### src/rtl/pipe_read_mux.sv
// pipe_read_mux: two-stage pipelined N:1 register-file read select.
// Stage 1 snapshots one word per GROUP-entry group, the upper select bits and
// any same-cycle write bypass. Stage 2 picks the final word. A valid/ready
// handshake gives full backpressure at one result per cycle.
module pipe_read_mux #(
    parameter  int WIDTH    = 32,
    parameter  int DEPTH    = 32,
    parameter  int GROUP    = 8,
    parameter  int ZERO_REG = 1,
    localparam int SW       = $clog2(DEPTH),
    localparam int GW       = $clog2(GROUP)
) (
    input  logic                   clock,
    input  logic                   ctrl_reset,
    input  logic [DEPTH*WIDTH-1:0] in_flat,
    input  logic [SW-1:0]          select,
    input  logic                   in_valid,
    output logic                   in_ready,
    input  logic                   wr_en,
    input  logic [SW-1:0]          wr_sel,
    input  logic [WIDTH-1:0]       wr_data,
    output logic [WIDTH-1:0]       out_data,
    output logic                   out_valid,
    input  logic                   out_ready
);

    // Number of first-level groups and width of the group index.
    localparam int NG = DEPTH / GROUP;
    localparam int UW = SW - GW;
    localparam bit ZERO_EN = 1'(ZERO_REG);

    // Register array viewed as indexable entries.
    logic [DEPTH-1:0][WIDTH-1:0] entries_s;

    // First-level group words for the current select.
    logic [NG-1:0][WIDTH-1:0]    grp_s;

    logic                        zero_sel_s;
    logic                        byp_hit_s;
    logic                        accept_s;
    logic                        s2_load_s;
    logic                        in_ready_s;
    logic [WIDTH-1:0]            s2_next_s;

    // Stage 1 state: snapshot of the group words and steering information.
    logic                        s1_v_r;
    logic [NG-1:0][WIDTH-1:0]    s1_grp_r;
    logic [UW-1:0]               s1_upper_r;
    logic                        s1_byp_r;
    logic [WIDTH-1:0]            s1_byp_data_r;
    logic                        s1_zero_r;

    // Stage 2 state: the delivered result.
    logic                        s2_v_r;
    logic [WIDTH-1:0]            s2_data_r;

    assign entries_s = in_flat;

    // First-level selection: within each group, pick the entry named by the low select bits.
    always_comb begin
        for (int g = 0; g < NG; g++) begin
            grp_s[g] = entries_s[{g[UW-1:0], select[GW-1:0]}];
        end
    end

    // Request classification: hard-wired zero entry and same-cycle write bypass.
    always_comb begin
        if (ZERO_EN && (select == {SW{1'b0}})) begin
            zero_sel_s = 1'b1;
        end else begin
            zero_sel_s = 1'b0;
        end
        if (wr_en && (wr_sel == select) && !zero_sel_s) begin
            byp_hit_s = 1'b1;
        end else begin
            byp_hit_s = 1'b0;
        end
    end

    // Handshake: stage 2 loads when it is empty or being drained; stage 1 accepts when it can hand off.
    always_comb begin
        if (!s1_v_r || !s2_v_r || out_ready) begin
            in_ready_s = 1'b1;
        end else begin
            in_ready_s = 1'b0;
        end
        if (s1_v_r && (!s2_v_r || out_ready)) begin
            s2_load_s = 1'b1;
        end else begin
            s2_load_s = 1'b0;
        end
        accept_s = in_valid && in_ready_s;
    end

    // Second-level selection: zero entry wins, then bypass data, then the captured group word.
    always_comb begin
        if (s1_zero_r) begin
            s2_next_s = {WIDTH{1'b0}};
        end else if (s1_byp_r) begin
            s2_next_s = s1_byp_data_r;
        end else begin
            s2_next_s = s1_grp_r[s1_upper_r];
        end
    end

    // Stage 1 registers: capture the snapshot on accept, drop valid once handed to stage 2.
    always_ff @(posedge clock) begin
        if (ctrl_reset) begin
            s1_v_r        <= 1'b0;
            s1_grp_r      <= {(NG*WIDTH){1'b0}};
            s1_upper_r    <= {UW{1'b0}};
            s1_byp_r      <= 1'b0;
            s1_byp_data_r <= {WIDTH{1'b0}};
            s1_zero_r     <= 1'b0;
        end else begin
            if (accept_s) begin
                s1_v_r        <= 1'b1;
                s1_grp_r      <= grp_s;
                s1_upper_r    <= select[SW-1:GW];
                s1_byp_r      <= byp_hit_s;
                s1_byp_data_r <= wr_data;
                s1_zero_r     <= zero_sel_s;
            end else if (s2_load_s) begin
                s1_v_r        <= 1'b0;
            end
        end
    end

    // Stage 2 registers: load on advance, clear valid when consumed with nothing behind it.
    always_ff @(posedge clock) begin
        if (ctrl_reset) begin
            s2_v_r    <= 1'b0;
            s2_data_r <= {WIDTH{1'b0}};
        end else begin
            if (s2_load_s) begin
                s2_v_r    <= 1'b1;
                s2_data_r <= s2_next_s;
            end else if (out_ready) begin
                s2_v_r    <= 1'b0;
            end
        end
    end

    assign in_ready  = in_ready_s;
    assign out_valid = s2_v_r;
    assign out_data  = s2_data_r;

endmodule

### config.mk
export PLATFORM = sky130hd
export DESIGN_NAME = pipe_read_mux
export DESIGN_NICKNAME = d
export VERILOG_FILES = /design/src/rtl/pipe_read_mux.sv
export SDC_FILE = /design/constraint.sdc
export NUM_CORES = 1
export LEC_CHECK = 0
export BUFFER_PORTS_ARGS = -buffer_cell sky130_fd_sc_hd__buf_2
export CAP_MARGIN = 20
export CORE_AREA = 2 2 429 431
export DETAILED_ROUTE_END_ITERATION = 10
export DIE_AREA = 0 0 431 433
export PLACE_DENSITY = 0.38
export SLEW_MARGIN = 20
export SYNTH_ARGS = -nofsm -noshare
export SYNTH_HDL_FRONTEND = slang
export SYNTH_SLANG_ARGS = --single-unit
### constraint.sdc
create_clock -name clock -period 2.01 [get_ports clock]
set_input_delay 0.1005 -clock clock [delete_from_list [all_inputs] [get_ports clock]]
set_output_delay 0.1005 -clock clock [all_outputs]
set_load 0.03 [all_outputs]
Word level (Yosys, flattened, before mapping)
Index checks and enable logic that the tools add are counted.
{"block": "word_totals", "wordCells": 50, "n_memories": 0, "latch_bits": 0, "reg_bits": 198, "in_bits": 1071, "mem_bits_rw": 0, "output_inout_bits": 34, "rom_bits": 0}
{"block": "classes", "n_mul": 0, "reduce_logical": 13, "div": 0, "n_mux": 20, "eq_ne": 1, "n_addsub": 0, "magnitude_cmp": 5, "bitwise_logic": 0, "shifts": 0}
{"cell": "32-bit binary-select mux with 3-bit select", "count": 4}
{"cell": "32-bit two-way mux", "count": 7}
{"cell": "32-bit binary-select mux with 2-bit select", "count": 1}
{"cell": "5-bit by 6-bit < comparator with 1-bit output (second input constant)", "count": 2}
{"cell": "1-bit two-way mux", "count": 8}
{"cell": "3-bit by 6-bit < comparator with 1-bit output (second input constant)", "count": 1}
{"cell": "4-bit by 6-bit < comparator with 1-bit output (second input constant)", "count": 1}
{"cell": "5-bit equality test", "count": 1}
{"cell": "5-bit zero test", "count": 1}
{"cell": "1-bit logical AND", "count": 4}
{"cell": "2-bit nonzero test", "count": 2}
{"cell": "1-bit zero test", "count": 3}
{"cell": "1-bit logical OR", "count": 3}
{"cell": "2-bit by 3-bit < comparator with 1-bit output (second input constant)", "count": 1}

Logic depth before layout (Yosys ltp)
{"block": "depth", "word_depth": 6, "depth_mapped": 7, "ltp_nobuf": 4}

Worst setup path after synthesis
Ideal clock, no wire load.
{"block": "synth_timing", "kind": "register -> register", "startpoint": "register s2_v_r, in the netlist out_valid", "endpoint": "register s1_grp_r[49] in the netlist's numbering", "synth_period_minus_slack_ps": 1809, "arrival_ps": 1674, "path_slack_ps": 201, "stages_incl_launch_ff": 7, "cell_sequence": "dfxtp_1 > nand3b_1 > and2_1 > buf_2 > clkbuf_1 > nor2_1 > nor3_2"}
{"block": "synth_via", "elab_chain_cells": 5}
{"element": "from (decl)", "line": "54", "source": "logic s2_v_r;"}
{"element": "from (signal assigned)", "line": "132", "source": "s2_v_r <= 1'b0;"}
{"element": "from (signal assigned)", "line": "136", "source": "s2_v_r <= 1'b1;"}
{"element": "from (signal assigned)", "line": "139", "source": "s2_v_r <= 1'b0;"}
{"element": "1-bit zero test", "line": "82", "source": "if (!s1_v_r || !s2_v_r || out_ready) begin"}
{"element": "1-bit logical OR (2 in series)", "line": "82"}
{"element": "1-bit two-way mux", "line": "82"}
{"element": "via in_ready", "line": "18", "source": "output logic in_ready,"}
{"element": "1-bit logical AND", "line": "92", "source": "accept_s = in_valid && in_ready_s;"}
{"element": "to (signal assigned)", "line": "110", "source": "s1_grp_r <= {(NG*WIDTH){1'b0}};"}
{"element": "to (signal assigned)", "line": "118", "source": "s1_grp_r <= grp_s;"}
{"element": "to (decl)", "line": "47", "source": "logic [NG-1:0][WIDTH-1:0] s1_grp_r;"}
The timed path passes the listed nets, and every way through them passes these cells.
A chain may end at the register's enable or synchronous reset.

Final worst setup path
{"block": "layout_timing", "startpoint": "register s1_upper_r[0]", "endpoint": "register s2_data_r[31], in the netlist out_data[31]"}
{"block": "layout_via", "elab_chain_cells": 4}
{"element": "from (decl)", "line": "48", "source": "logic [UW-1:0] s1_upper_r;"}
{"element": "from (signal assigned)", "line": "111", "source": "s1_upper_r <= {UW{1'b0}};"}
{"element": "from (signal assigned)", "line": "119", "source": "s1_upper_r <= select[SW-1:GW];"}
{"element": "32-bit binary-select mux with 2-bit select", "line": "102", "source": "s2_next_s = s1_grp_r[s1_upper_r];"}
{"element": "32-bit two-way mux (not written as such)", "line": "102"}
{"element": "32-bit two-way mux", "line": "99", "source": "end else if (s1_byp_r) begin"}
{"element": "32-bit two-way mux", "line": "97", "source": "if (s1_zero_r) begin"}
{"element": "to (signal assigned)", "line": "133", "source": "s2_data_r <= {WIDTH{1'b0}};"}
{"element": "to (signal assigned)", "line": "137", "source": "s2_data_r <= s2_next_s;"}
{"element": "to (decl)", "line": "55", "source": "logic [WIDTH-1:0] s2_data_r;"}
Every way passes these cells. The select of a mux whose other input is x is not followed.

==> metrics.yaml <==
critical_path:
  r2r_cells: 4
  worstPathArrival_ns: 2.33
  end_kind: "flip-flop"
  rr_endpoint: "out_data[31]"
  cp.required_ns: 2.44
  r2r_setup_slack_ns: 0.12
  critPathKind: "reg -> reg"
  crit_fanout: 15
  cp-start-kind: "flip-flop"
  rr_startpoint: "s1_upper_r[0]"
drt:
  drtIter0Drc: 1161
  wire_per_inst_um: 28.8
  wl_um: 155000
  drc: 0
  num_vias: 19800
  routed_via_density: 3.68
  dr.pass1.iters: 7
  ant_nets: 0
global_routing:
  gr-total-overflow: 0
  grt_pass1_wl_um: 194000
  grt.total_usage_pct: 15.9
  antenna_found_initial: 149
  grt_pass1_vias: 20000
  grt_max_degree: 113
sta:
  max_clock_freq_mhz: 528
  fin_tns_setup_ns: 0
  final.period_utilization_pct: 94.3
  clock_skew_ns: 0.0198
  hold_viol: 0
  period_minus_slack_ns: 1.89
  drv_slew: 0
  rsz0062_at_grt: "false"
  relSlewSlack_pct: 44.5
  setup-violations-final: 0
  tightestPinTransition_ns: 0.832
clock_network:
  clock_path_buffers: 2
  clock-sinks: 198
  cts_tree: "built"
  numCtsBuffers: 17
  clk_pin_slew_ns: 0.10
  cts_max_level: 4
  clockRootBuffer: "clkbuf_16"
  clock_latency_ns: 0.54
synthesis:
  synth_nets: 2832
  syn_inst: 1761
  yosysTopAreaCellShare_pct: 32.3
  synth_area_per_cell_um2: 8.94
  synth_top_cells_by_area: "mux2i_1 32%, dfxtp_1 25%, a22oi_1 12%"
  netlist_area_um2: 15700
  ys_seq_area_share_pct: 25.2
  yosys.area.top_type: "mux2i_1"
  synth_edf_count: 0
  ys_warn_count: 0
  synthDistinctLibCells: 32
  ys_seq_elements: 198
  ys_async_sr_fraction_pct: 0
  synthFlopType: "dfxtp_1"
pwr:
  leakage_nw: 12.2
  p_total_w: 0.0134
  vdd_drop_max_uv: 612
  p_per_area_nw_per_um2: 510
run_status:
  run_status: "finished, final reports clean"
finish:
  final_nets: 4004
  final_util_pct: 14.5
  design_area_um2: 26400
  drive_above_1_share_pct: 46.9
  syn_to_final_growth_pct: 67.5
floorplanning:
  top_level_ports: 1105
  die_x_um: 431
  die_area_um2: 187000
  die_h_um: 433
  core-area_um2: 182000
  num_rows: 157
  initial_core_util_pct: 8.65
flow_run:
  cap_viol_max_count: 0
place:
  hpwl_um: 135000
  portBuffers: 1104
  place_area_um2: 25200
  gp_congestion: 0.870
hold_path:
  hold_depth: 5
  min_to: "s1_grp_r[82]"
  hp-class: "in -> reg"
  min_from: "in_flat[658]"
## layout by cell type, fill, tap and decap left out, types with 2 or more instances in the layout
cell / netlist / routed
dlygate4sd3_1: 0 / 43
nor2_1: 130 / 129
and2_4: 0 / 2
inv_8: 0 / 3
inv_1: 2 / 2
a22oi_1: 255 / 255
nor3_2: 11 / 11
dfxtp_1: 198 / 196
a21oi_1: 165 / 164
nor2b_1: 34 / 32
clkbuf_8: 0 / 2
xnor2_1: 5 / 5
a221o_1: 32 / 32
clkbuf_16: 0 / 18
buf_4: 27 / 150
mux4_2: 32 / 32
nand3b_1: 3 / 3
nor3_1: 116 / 116
buf_2: 41 / 1102
nand2_1: 73 / 72
nor2b_4: 0 / 2
clkinv_8: 0 / 4
mux2i_1: 508 / 508
buf_12: 1 / 38
inv_6: 0 / 5
diode_2: 0 / 35
## worst max path at each step
stage,startpoint,to,cells past startpoint
floorplan,out_valid,s1_grp_r[49],6
global placement,select[0],s1_grp_r[103],7
detailed placement,select[0],s1_grp_r[103],7
CTS,s1_upper_r[0],out_data[31],4
global route,s1_v_r,s1_grp_r[76],6
finish,s1_upper_r[0],out_data[31],4
## cell families (layout without fill, tap and decap cells)
kind of cell,Yosys count,after routing,share of synthesized area (%)
flops,198,198,25.2
buf+inv,187,1372,6.72
mux,543,543,37.2
compound gates,454,454,19.6
xor+xnor,5,5,0.278
other cells,0,35,0
simple gates,374,374,11.1
## sequential cells by signal, indices dropped and copies added, names as in the netlist
register / flops
out_valid: 1
s1_byp_data_r: 32
s1_byp_r: 1
out_data: 32
s1_v_r: 1
s1_upper_r: 2
s1_zero_r: 1
s1_grp_r: 128
## synth_stat cells (2+ instances only)
master	count
a21oi_1	165
a221o_1	32
a22oi_1	255
and2_1	2
buf_1	29
buf_2	41
buf_4	27
buf_6	22
buf_8	2
clkbuf_1	63
dfxtp_1	198
inv_1	2
mux2i_1	508
mux4_2	32
nand2_1	73
nand3b_1	3
nor2_1	130
nor2b_1	34
nor3_1	116
nor3_2	11
xnor2_1	5
## worst max-delay path: stages, from the launching register on
cell     delay (ns)
dfxtp_4        0.43
buf_12         0.22
mux4_2         0.66
nor2b_1        0.21
a221o_1        0.26
## final cells by class
type / instances / area (µm²)
Sequential cell: 198 / 3970
Fill cell: 20900 / 156000
Tap cell: 2385 / 2980
Clock buffer: 18 / 439
Antenna cell: 35 / 87.6
Multi-Input combinational cell: 1376 / 10800
Timing Repair Buffer: 1338 / 7950
Inverter: 2 / 7.51
Clock inverter: 14 / 168
## per-layer routing
| layer | track usage [%] | routed length [µm] |
|---|---|---|
| met5 | 0 | 565 |
| met4 | 4.31 | 3870 |
| met3 | 4.51 | 11400 |
| met2 | 26.6 | 74300 |
| met1 | 19.7 | 64500 |
## per-stage QoR
stage / hold slack, ns / std cells / worst slack (ns)
floorplan: 0.230 / 1761 / 0.201
global placement: 0.352 / 5252 / -0.338
detailed placement: 0.351 / 5252 / -0.349
CTS: 0.000894 / 5328 / 0.0559
global route: 0.0550 / 5351 / 0.0363
finish: 0.0719 / 5366 / 0.115
## power by group
| part | switching (W) | internal [W] |
|---|---|---|
| registers | 0.000535 | 0.00422 |
| logic | 0.00253 | 0.00226 |
| clock network | 0.00217 | 0.00172 |
| total | 0.00524 | 0.00821 |
## repair_timing
action / 4_1_cts / 5_1_grt
setup endpoints to repair: 1 / 7
buffers inserted: 0 / 2
pin swaps: 0 / 1
hold buffers: 43 / 0
endpoints found under the hold margin: 39 / 0
cloned: 1 / 1
resized for setup: 1 / 1
Power figures use the tool's default switching activity.
